--- config.mk ---
export PLATFORM = sky130hd
export DESIGN_NAME = iterative_divider_flat
export DESIGN_NICKNAME = d
export VERILOG_FILES = /design/src/rtl/iterative_divider_if.sv /design/src/rtl/iterative_divider.sv /design/src/flat_wrapper.sv
export SDC_FILE = /design/constraint.sdc
export NUM_CORES = 1
export LEC_CHECK = 0
export BUFFER_PORTS_ARGS = -buffer_cell sky130_fd_sc_hd__buf_2
export CAP_MARGIN = 20
export CORE_MARGIN = 2
export CORE_UTILIZATION = 30
export DETAILED_ROUTE_END_ITERATION = 10
export MAX_ROUTING_LAYER = met4
export PLACE_DENSITY_LB_ADDON = 0.25
export SLEW_MARGIN = 20
export SYNTH_ARGS = -nofsm -noshare
export SYNTH_HDL_FRONTEND = slang
export SYNTH_SLANG_ARGS = --single-unit
--- constraint.sdc ---
create_clock -name clk_i -period 8.8 [get_ports clk_i]
set_input_delay 0.88 -clock clk_i [delete_from_list [all_inputs] [get_ports clk_i]]
set_output_delay 0.88 -clock clk_i [all_outputs]
set_load 0.01 [all_outputs]
--- src/rtl/iterative_divider_if.sv ---
// Request/response bundle for iterative_divider: operands and op code in,
// result and status flags out.
interface iterative_divider_if #(
    parameter int width = 32
);
    logic             Start_i;
    logic [1:0]       Op_i;
    logic [width-1:0] Dividend_i;
    logic [width-1:0] Divisor_i;
    logic [width-1:0] Result_o;
    logic             Busy_o;
    logic             Done_o;
    logic             DivByZero_o;

    modport master (
        output Start_i,
        output Op_i,
        output Dividend_i,
        output Divisor_i,
        input  Result_o,
        input  Busy_o,
        input  Done_o,
        input  DivByZero_o
    );

    modport slave (
        input  Start_i,
        input  Op_i,
        input  Dividend_i,
        input  Divisor_i,
        output Result_o,
        output Busy_o,
        output Done_o,
        output DivByZero_o
    );
endinterface

--- src/rtl/iterative_divider.sv ---
// Radix-2 restoring divider: one shift-subtract step per cycle on operand
// magnitudes, sign fixup afterwards; zero divisor and signed overflow bypass.
module iterative_divider #(
    parameter int width = 32
) (
    input  logic                clk_i,
    input  logic                rst_i,
    iterative_divider_if.slave  bus
);
    localparam int CW = $clog2(width) + 1;

    typedef enum logic [1:0] {
        IDLE,
        CALC,
        FIXUP,
        DONE
    } state_t;

    state_t state_q, state_d;

    logic             is_rem_q;
    logic [width-1:0] q_r;
    logic [width-1:0] r_r;
    logic [width-1:0] d_r;
    logic [width-1:0] res_q;
    logic             neg_q_r;
    logic             neg_r_r;
    logic             dbz_q;
    logic [CW-1:0]    cnt_q;

    logic             accept;
    logic             is_signed;
    logic             dvd_neg;
    logic             dvs_neg;
    logic             dvs_zero;
    logic             ovf;
    logic             special;
    logic [width-1:0] min_val;
    logic [width-1:0] dvd_mag;
    logic [width-1:0] dvs_mag;
    logic [width-1:0] special_res;
    logic [width:0]   partial;
    logic [width:0]   diff;
    logic             last_step;

    assign min_val = {1'b1, {(width-1){1'b0}}};

    // Start is only honoured when not busy, i.e. in IDLE or the DONE cycle.
    assign accept    = bus.Start_i && ((state_q == IDLE) || (state_q == DONE));
    assign is_signed = ~bus.Op_i[0];
    assign dvd_neg   = is_signed & bus.Dividend_i[width-1];
    assign dvs_neg   = is_signed & bus.Divisor_i[width-1];
    assign dvs_zero  = (bus.Divisor_i == '0);
    assign ovf       = is_signed && (bus.Dividend_i == min_val) && (bus.Divisor_i == '1);
    assign special   = dvs_zero | ovf;

    // Negating the most negative value wraps to itself, which is still the
    // correct unsigned magnitude 2^(width-1).
    assign dvd_mag = dvd_neg ? (-bus.Dividend_i) : bus.Dividend_i;
    assign dvs_mag = dvs_neg ? (-bus.Divisor_i)  : bus.Divisor_i;

    always_comb begin
        special_res = '0;
        if (dvs_zero) begin
            special_res = bus.Op_i[1] ? bus.Dividend_i : '1;
        end else begin
            special_res = bus.Op_i[1] ? '0 : min_val;
        end
    end

    // Partial remainder stays below 2*divisor, so width+1 bits suffice and
    // the top bit of the difference is its sign.
    assign partial   = {r_r, q_r[width-1]};
    assign diff      = partial - {1'b0, d_r};
    assign last_step = (cnt_q == CW'(width - 1));

    always_ff @(posedge clk_i) begin
        if (rst_i) begin
            state_q <= IDLE;
        end else begin
            state_q <= state_d;
        end
    end

    always_comb begin
        state_d = state_q;
        case (state_q)
            IDLE: begin
                if (accept) begin
                    state_d = special ? DONE : CALC;
                end
            end
            CALC: begin
                if (last_step) begin
                    state_d = FIXUP;
                end
            end
            FIXUP: begin
                state_d = DONE;
            end
            DONE: begin
                if (accept) begin
                    state_d = special ? DONE : CALC;
                end else begin
                    state_d = IDLE;
                end
            end
            default: begin
                state_d = IDLE;
            end
        endcase
    end

    always_comb begin
        bus.Busy_o = 1'b0;
        bus.Done_o = 1'b0;
        case (state_q)
            CALC, FIXUP: bus.Busy_o = 1'b1;
            DONE:        bus.Done_o = 1'b1;
            default: begin
                bus.Busy_o = 1'b0;
                bus.Done_o = 1'b0;
            end
        endcase
    end

    always_ff @(posedge clk_i) begin
        if (rst_i) begin
            is_rem_q <= 1'b0;
            q_r      <= '0;
            r_r      <= '0;
            d_r      <= '0;
            res_q    <= '0;
            neg_q_r  <= 1'b0;
            neg_r_r  <= 1'b0;
            dbz_q    <= 1'b0;
            cnt_q    <= '0;
        end else if (accept) begin
            is_rem_q <= bus.Op_i[1];
            q_r      <= dvd_mag;
            r_r      <= '0;
            d_r      <= dvs_mag;
            neg_q_r  <= dvd_neg ^ dvs_neg;
            neg_r_r  <= dvd_neg;
            dbz_q    <= dvs_zero;
            cnt_q    <= '0;
            if (special) begin
                res_q <= special_res;
            end
        end else if (state_q == CALC) begin
            q_r   <= {q_r[width-2:0], ~diff[width]};
            r_r   <= diff[width] ? partial[width-1:0] : diff[width-1:0];
            cnt_q <= cnt_q + 1'b1;
        end else if (state_q == FIXUP) begin
            if (is_rem_q) begin
                res_q <= neg_r_r ? (-r_r) : r_r;
            end else begin
                res_q <= neg_q_r ? (-q_r) : q_r;
            end
        end
    end

    assign bus.Result_o    = res_q;
    assign bus.DivByZero_o = dbz_q;
endmodule

--- src/flat_wrapper.sv ---
// flat-port wrapper written by rule: the top's interface ports become plain ports
module iterative_divider_flat 
#(
    parameter int width = 32
)
  (clk_i, rst_i, bus_Start_i, bus_Op_i, bus_Dividend_i, bus_Divisor_i, bus_Result_o, bus_Busy_o, bus_Done_o, bus_DivByZero_o);
  iterative_divider_if #(.width(width)) bus_i ();
  input  logic clk_i;
  input  logic rst_i;
  input wire logic [$bits(bus_i.Start_i)-1:0] bus_Start_i;
  input wire logic [$bits(bus_i.Op_i)-1:0] bus_Op_i;
  input wire logic [$bits(bus_i.Dividend_i)-1:0] bus_Dividend_i;
  input wire logic [$bits(bus_i.Divisor_i)-1:0] bus_Divisor_i;
  output wire logic [$bits(bus_i.Result_o)-1:0] bus_Result_o;
  output wire logic [$bits(bus_i.Busy_o)-1:0] bus_Busy_o;
  output wire logic [$bits(bus_i.Done_o)-1:0] bus_Done_o;
  output wire logic [$bits(bus_i.DivByZero_o)-1:0] bus_DivByZero_o;
  assign bus_i.Start_i = bus_Start_i;
  assign bus_i.Op_i = bus_Op_i;
  assign bus_i.Dividend_i = bus_Dividend_i;
  assign bus_i.Divisor_i = bus_Divisor_i;
  assign bus_Result_o = bus_i.Result_o;
  assign bus_Busy_o = bus_i.Busy_o;
  assign bus_Done_o = bus_i.Done_o;
  assign bus_DivByZero_o = bus_i.DivByZero_o;
  iterative_divider #(.width(width)) u_core (.clk_i(clk_i), .rst_i(rst_i), .bus(bus_i));
endmodule
### Word-level counts from Yosys, hierarchy flattened

Cells that the tools add are included.

* logic and storage cells: 66
* bits in registers: 140
* output and inout bits: 35
* input port bits: 69

* reductions and logical operators: 12
* mux-type cells: 22
* bitwise operators: 6
* eq/ne operators: 10
* add/subtract/negate cells: 6

Operators with widths (number)
* 32-bit 2-to-1 mux: 15
* 32-bit negation: 4
* 32-bit equality test (second input constant): 2
* 33-bit by 32-bit subtractor with 33-bit output: 1
* 32-bit zero test: 1
* 2-bit 2-to-1 mux: 4
* 2-bit case mux with 4 select lines: 1
* 6-bit by 1-bit adder with 6-bit output (second input constant): 1
* 6-bit by 5-bit equality test with 1-bit output (second input constant): 1
* 2-bit by 1-bit != test with 1-bit output (second input constant): 3
* 2-bit equality test (second input constant): 2
* 2-bit nonzero test: 2
* 2-bit OR reduction: 2
* 1-bit logical AND: 3
* 3-bit AND reduction: 1
* 1-bit AND: 2
* 2-bit by 1-bit equality test with 1-bit output (second input constant): 1
* 2-bit zero test: 1
* 1-bit 2-to-1 mux: 2
* 2-bit != test (second input constant): 1
* 1-bit NOT: 2
* 2-bit AND reduction: 1
* 1-bit logical OR: 1
* 1-bit OR: 1
* 1-bit XOR: 1

### Longest topological paths before layout

Gate-level depths: netlist (run 1).

* depth after elaboration: 7
* mapped depth: 13
* depth with buffers taken out: 12

### Worst setup path before layout (run 1)

Ideal clock, no wire load.

* path kind: input -> register
* start: input bus_Divisor_i[4]
* end: register u_core.res_q[11] (netlist: u_core.bus.Result_o[11])
* cell stages on the path: 10
* slack: 5.528 ns
* arrival time: 3.140 ns
* required time: 8.668 ns
* cells stage by stage: or4_4 > or3_4 > nor4_4 > nand2_2 > nor3_4 > a41o_1 > a21oi_1 > buf_2 > nor3_1 > nor3_1

* word-level cells in the longest chain between the ends: 5
* elaborated cells on any way between the ends: 9

Ends and longest elaborated chain
* from (decl): RTL line flat_wrapper.sv:13 `input wire logic [$bits(bus_i.Divisor_i)-1:0] bus_Divisor_i;`
* 32-bit equality test: RTL line iterative_divider.sv:54 `assign ovf = is_signed && (bus.Dividend_i == min_val) && (bus.Divisor_i == '1);`
* 1-bit logical AND: RTL line iterative_divider.sv:54
* 1-bit OR: RTL line iterative_divider.sv:55 `assign special = dvs_zero | ovf;`
* 2-bit != test (no source line)
* 3-bit AND reduction (no source line)
* to (signal assigned): RTL line iterative_divider.sv:148 `res_q <= special_res;`
* to (signal assigned): RTL line iterative_divider.sv:156 `res_q <= neg_r_r ? (-r_r) : r_r;`
* to (signal assigned): RTL line iterative_divider.sv:158 `res_q <= neg_q_r ? (-q_r) : q_r;`
* to (decl): RTL line iterative_divider.sv:25 `logic [width-1:0] res_q;`

Parallel ways exist; a longest one is shown, timed or not. The select of a mux whose other input is x is not followed.
A chain may end at the register's enable or synchronous reset.

### Worst setup path after layout (run 1)

* start: register u_core.r_r[0]
* end: register u_core.r_r[5]

* word-level cells in the longest chain between the ends: 2

Ends and longest elaborated chain
* from (decl): RTL line iterative_divider.sv:23 `logic [width-1:0] r_r;`
* from (signal assigned): RTL line iterative_divider.sv:152 `r_r <= diff[width] ? partial[width-1:0] : diff[width-1:0];`
* 33-bit by 32-bit subtractor with 33-bit output: RTL line iterative_divider.sv:74 `assign diff = partial - {1'b0, d_r};`
* 32-bit 2-to-1 mux: RTL line iterative_divider.sv:152

No other way between the ends.

==> flow_metrics.tcl, run 1 <==
set metrics [dict create \
    outcome "finished clean" \
    fin_area_sq_mm 0.0122 \
    cts_tree "yes" \
    grt_max_degree 89 \
    finalCritPeriodShare_pct 46.9 \
    ioPinCount 104 \
    wirelength_um 34900 \
    post_dp_cell_area_sq_mm 0.0116 \
    drive_gt1_share_pct 12.1 \
    total_power_uw 4390 \
    required_ns 9.08 \
    start_kind "register" \
    cts_resized 0 \
    dp.cells 1890 \
    place.gp.congestion 0.909 \
    drc 0 \
    final-hold-violation-count 0 \
    yosys_warnings 0 \
    hpwl_um 25900 \
    drv_cap 0 \
    vias 10411 \
    nNetsFinal 1561 \
    crit_path_end_kind "register" \
    rows 69 \
    grt_pass1_wl_um 55300 \
    setup_violations 0 \
    routedWlPerCell_um 18.1 \
    postCtsSetupRepairBufs 0 \
    final_util_pct 34.3 \
    cts_inserted_buffers 17 \
    cts_max_level 4 \
    hold_class "reg2reg" \
    n_fill_cell 3856 \
    grt_overflow 0 \
    fin_skew_ns 0.0141 \
    synth_area_sq_mm 0.0108 \
    start_util_pct 30.4 \
    clk_pin_slew_worst_paths_ns 0.06 \
    period_minus_slack_ns 4.13 \
    path_class "reg2reg" \
    die_height_um 194 \
    first_pass_iters 7 \
    grtUsageTotal_pct 18.9 \
    synthCells 1406 \
    slew_headroom_pct 28.2 \
    clk_path_buf_depth 2 \
    fin_cells 1921 \
    rsz0062_at_grt "false" \
    postRouteAntennaNets 0 \
    ys_seq_area_share_pct 25.9 \
    fmax_ghz 0.242 \
    synth_top_cell_by_area "dfxtp_1" \
    mostFrequentLayoutCell "nor2_1" \
    core_sq_mm 0.0356 \
    drt_iter0_markers 792 \
    clock-root-buffer "clkbuf_16" \
    synth_edf_count 0 \
    power_density_mw_per_mm2 360 \
    clkLatencyLatePin_ns 0.44 \
    syn_avg_cell_area_sq_um 7.69 \
    netlist_top_cells_area "dfxtp_1 26%, nor2_1 6.0%, xor2_1 5.9%" \
    antenna_found_initial 1 \
    drv_slew 0 \
    first_global_vias 9654 \
    final.setup.tns_ns 0 \
    ys.flop_type "dfxtp_1" \
    port_buffers 103 \
    fp.dieW_um 194 \
    cts.sinks 140 \
    worstMarginPinSlew_ns 1.08 \
    cts-hold-fix-buffers 0 \
    area_growth_pct 12.8 \
    synth-async-reset-ratio_pct 0 \
    synth_top_cell_area_share_pct 25.9 \
    path_max_fanout 31 \
    synth_fp_nets 1519 \
    ys_seq_elements 140 \
    synthDistinctLibCells 70 \
    final_cell_mix "172 x nor2_1, 140 x dfxtp_1, 107 x o21ai_0, 102 x buf_2, 87 x a21oi_1" \
    critPathArrivalTime_ns 4.41 \
    cellLeakagePower_uw 0.00456 \
    die-area_sq_mm 0.0376 \
    peakVddDrop_mv 0.229 \
    via_per_inst 5.42 \
    diodes 0 \
]
routing by layer:
metal | share of wire [%] | global-route usage, %
met5 | 0 | -
met4 | 2.1 | 5.47
met3 | 4.3 | 2.70
met2 | 45 | 28.5
met1 | 49 | 26.2
report_power, final:
part	total, uW	internal [uW]	leakage [uW]	switching, uW
Combinational	2620	1070	0.00314	1550
Sequential	1080	823	0.00115	255
Clock	698	407	0.000272	291
registers in the layout (all words and copies together) (netlist names):
signal,count
u_core.r_r,32
u_core.cnt_q,6
u_core.neg_r_r,1
u_core.q_r,32
u_core.state_q,2
u_core.d_r,32
u_core.bus.Result_o,32
u_core.is_rem_q,1
u_core.neg_q_r,1
u_core.bus.DivByZero_o,1
stage by stage:
| step | setup WS (ns) | hold slack [ns] |
|---|---|---|
| finish | 4.67 | 0.464 |
| global route | 4.37 | 0.490 |
| CTS | 4.76 | 0.464 |
| detailed placement | 4.44 | 0.451 |
| global placement | 4.54 | 0.443 |
| floorplan | 5.53 | 0.432 |
critical path, stage by stage (launching register included):
cell and delay [ns]:
dfxtp_1 0.52, inv_1 0.17, fa_1 0.46, nand2b_1 0.19, a21oi_1 0.26, o21ai_0 0.27
o21ai_1 0.42, a21oi_1 0.20, a21oi_2 0.36, xor2_4 0.27, buf_4 0.48, mux2i_1 0.26
a21oi_1 0.08
cells by family (layout without fill, tap and decap cells):
kind of cell | Yosys count | count (layout) | synth area share [%]
DFF | 140 | 140 | 25.9
and+or+nand+nor | 442 | 442 | 19.7
buffers and inverters | 153 | 207 | 5.75
adders and majority gates | 44 | 44 | 5.16
AOI/OAI and AO/OA | 420 | 420 | 26.0
muxes | 61 | 61 | 5.64
xor gates and xnor gates | 146 | 146 | 11.9
path summary, 6_finish.rpt:
kind | slack (ns) | end | cells past startpoint | start
worst min register to register | 0.46 | u_core.bus.Result_o[10] | 2 | u_core.bus.Result_o[10]
worst max-delay path | 4.67 | u_core.r_r[5] | 12 | u_core.r_r[0]
worst min-delay path | 0.46 | u_core.bus.Result_o[10] | 2 | u_core.bus.Result_o[10]
worst max register to register | 4.67 | u_core.r_r[5] | 12 | u_core.r_r[0]
Yosys cell counts, drive strengths merged (5+ instances only):
cell type  instances
o21ai            108
nand2b            19
inv               59
o41ai             12
clkbuf            74
or3               22
nor2             172
a21oi             88
o31ai             21
a21o              15
nand2             84
xor2              74
xnor2             72
nor2b              8
nand3             21
nand4             17
dfxtp            140
nor3              46
o31a               5
and2               7
buf               20
a211oi            78
nor4              14
a31oi              7
or4               11
ha                43
a311oi            26
o211ai            15
a22oi              7
mux2i             61
final cells by class:
class	count	area [sq um]	area share, %
clock buffers	23	478	3.92
clock inverters	8	67.6	0.554
inverters	59	221	1.82
multi-input cells	1113	7430	60.9
flip-flops and latches	140	2800	23.0
well taps	461	577	4.73
repair buffers	117	623	5.11
No activity file was read; power rests on OpenSTA's default activity.
==> run 2: changes to the inputs <==
ABC_AREA = 1   (was unset)
clock period = 3.9 ns   (was 8.8 ns; I/O delays follow)
==> run 2 against run 1 <==
Critical endpoint is now u_core.r_r[27]; die area grew 16%; count of clock-buffer cells in the layout down 3; via count grew 37%; highest routed layer unchanged; wire length rose by 35%; maximum frequency grew 43%.
==> flow_metrics.tcl, run 2 <==
set metrics [dict create \
    synth.area.mux_share_pct 0 \
    synth_top_family_by_area "simple AND/OR/NAND/NOR gates" \
    synthTopCellsByCount "662 x nand2_1, 329 x inv_1, 213 x nor2_1" \
    synthDistinctLibCells 51 \
    mostFrequentLayoutCell "nand2_1" \
    crit_path_end_kind "register" \
    ys_seq_elements 140 \
    path_class "reg2reg" \
    finalCritPeriodShare_pct 73.9 \
    period_minus_slack_ns 2.88 \
    synth_edf_count 0 \
    top_layer "met4" \
    synth_fp_nets 2330 \
    drt_iter0_markers 1267 \
    n_fill_cell 4729 \
    rrSetupSlack_ns 1.02 \
    routedWlPerCell_um 16.7 \
    final-hold-violation-count 0 \
    rsz0062_at_grt "false" \
    worstMarginPinSlew_ns 1.05 \
    clock-root-buffer "clkbuf_16" \
    synth_top_cell_area_share_pct 22.3 \
    synth_compound_area_share_pct 16.4 \
    clkLatencyLatePin_ns 0.45 \
    worst-path-buf-inv 2 \
    path_max_fanout 33 \
    cp_slowest_cell "nand2_2" \
    cts.sinks 140 \
    start_kind "register" \
    ys.flop_type "dfxtp_1" \
    die_height_um 209 \
    routed-wl-met2_um 21300 \
    fmax_ghz 0.347 \
    via_per_inst 5.06 \
    postCtsSetupRepairBufs 0 \
    setup_violations 0 \
    r2r_start "u_core.q_r[31]" \
    cts_tree "yes" \
    fp.dieW_um 209 \
    antenna_found_initial 3 \
    required_ns 4.27 \
    yosys_warnings 0 \
    hpwl_um 37200 \
    cts_max_level 4 \
    grt_overflow 0 \
    drv_slew 0 \
    place.gp.congestion 0.928 \
    drc 0 \
    rows 74 \
    clk_pin_slew_worst_paths_ns 0.07 \
    hp-start "bus_Dividend_i[25]" \
    synthCells 2217 \
    critPathMaxStageDelay_ns 0.50 \
    fin_skew_ns 0.0166 \
    hold_class "in2reg" \
    nNetsFinal 2387 \
    final_util_pct 34.3 \
    start_util_pct 30.6 \
    post_dp_cell_area_sq_mm 0.0135 \
    outcome "finished clean" \
    final_cell_mix "662 x nand2_1, 327 x inv_1, 210 x nor2_1, 186 x nand3_1" \
    core_sq_mm 0.0411 \
    synth-adder-area-share_pct 4.44 \
    drv_cap 0 \
    fin_area_sq_mm 0.0141 \
    critPathArrivalTime_ns 3.26 \
    die-area_sq_mm 0.0435 \
    cp_top_family "simple AND/OR/NAND/NOR gates" \
    final.setup.tns_ns 0 \
    grt_pass1_wl_um 74000 \
    peakVddDrop_mv 0.428 \
    yosysMostFrequentCell "nand2_1" \
    power_density_mw_per_mm2 553 \
    worstSetupStartpoint "u_core.q_r[31]" \
    cts_resized 0 \
    cts-hold-fix-buffers 0 \
    postRouteAntennaNets 0 \
    clk_path_buf_depth 2 \
    first_global_vias 13153 \
    grt_max_degree 46 \
    wl_met3_um 2640 \
    first_pass_iters 6 \
    crit_top_cell "nand2_1" \
    vias 14273 \
    netlist_top_cells_area "dfxtp_1 22%, nand2_1 20%, inv_1 9.8%" \
    path_cells "inv_1 > ha_1 > fa_1 > inv_1 > nand2_1 > nand2_1 > nand3_1 > nand2_1 > nand2_1 > nand2_2 > nand2_1 > nand2_1 > nand2_1 > nand2_2 > nand2_1 > nand2_1 > nand2_1 > a21oi_1" \
    slew_headroom_pct 29.4 \
    ioPinCount 104 \
    synth-async-reset-ratio_pct 0 \
    port_buffers 103 \
    cellLeakagePower_uw 0.00706 \
    syn_avg_cell_area_sq_um 5.67 \
    cts_inserted_buffers 17 \
    m1WireLength_um 22300 \
    synth_area_sq_mm 0.0126 \
    yosys.area_share.simple_pct 40.6 \
    drive_gt1_share_pct 9.05 \
    ys_seq_area_share_pct 22.3 \
    wirelength_um 47200 \
    synth-xor-area-share_pct 2.79 \
    area_growth_pct 12.3 \
    grtUsageTotal_pct 22.1 \
    synth_top_cell_by_area "dfxtp_1" \
]
run 2: cell count changes in the layout (fill, tap and decap cells not counted), moves of 20 or more:
| cell | before | now |
|---|---|---|
| mux2i_1 | 61 | 0 |
| or3_1 | 21 | 0 |
| a211oi_1 | 78 | 0 |
| o22ai_1 | 3 | 48 |
| o21ai_1 | 1 | 23 |
| xor2_1 | 73 | 34 |
| a21oi_1 | 87 | 140 |
| o21ai_0 | 107 | 130 |
| xnor2_1 | 72 | 6 |
| nor2_1 | 172 | 210 |
| nand2_1 | 83 | 662 |
| o31ai_1 | 21 | 1 |
| nand3_1 | 21 | 186 |
| inv_1 | 59 | 327 |
run 2: per-layer routing:
| layer | vias up | track usage, % |
|---|---|---|
| met4 | 0 | 5.84 |
| met2 | 384 | 34.9 |
| met5 | - | - |
| li1 | 7231 | - |
| met1 | 6614 | 29.8 |
| met3 | 44 | 2.96 |
run 2: worst paths after layout:
path / endpoint / cells after the start
setup / recovery: u_core.r_r[27] / 18
hold / removal: u_core.q_r[25] / 3
setup reg to reg: u_core.r_r[27] / 18
hold reg to reg: u_core.d_r[2] / 2
run 2: logic make-up (layout without fill, tap and decap cells):
logic type / Yosys count / after routing
buffers and inverters: 420 / 490
AND/OR/NAND/NOR: 1195 / 1195
XOR/XNOR: 40 / 40
adder cells (fa/ha/maj): 44 / 44
other: 0 / 2
flip-flops: 140 / 140
AO/OA/AOI/OAI: 378 / 378
run 2: worst min-delay path: cells and delay by family:
kind                   cells  cell delay (ns)
AO/OA/AOI/OAI              1             0.11
AND/OR/NAND/NOR            1             0.05
buffers and inverters      1             0.10
run 2: area by class of cell:
class | instances | area (sq um) | area share [%]
inverters | 341 | 1280 | 9.09
diodes | 2 | 5.00 | 0.0355
well taps | 532 | 666 | 4.72
flip-flops and latches | 140 | 2800 | 19.9
repair buffers | 117 | 621 | 4.40
clock buffers | 20 | 457 | 3.24
multi-input cells | 1657 | 8090 | 57.3
clock inverters | 12 | 186 | 1.32
run 2: power by group:
part | internal (uW) | switching (uW) | leakage [uW]
Combinational | 1210 | 2840 | 0.00562
Sequential | 1720 | 198 | 0.00114
Clock | 1110 | 727 | 0.000303
Total | 4040 | 3760 | 0.00706
run 2: per-stage QoR:
stage          std cells  power [uW]  hold WS (ns)  setup slack, ns
4_1_cts             2819        7790         0.232             1.06
3_3_place_gp        2787        5930         0.475             1.13
5_1_grt             2821        8430         0.249            0.718
2_1_floorplan       2217        4740         0.435             1.69
6_report            2821        7800         0.246             1.02
3_5_place_dp        2787        5930         0.466             1.04
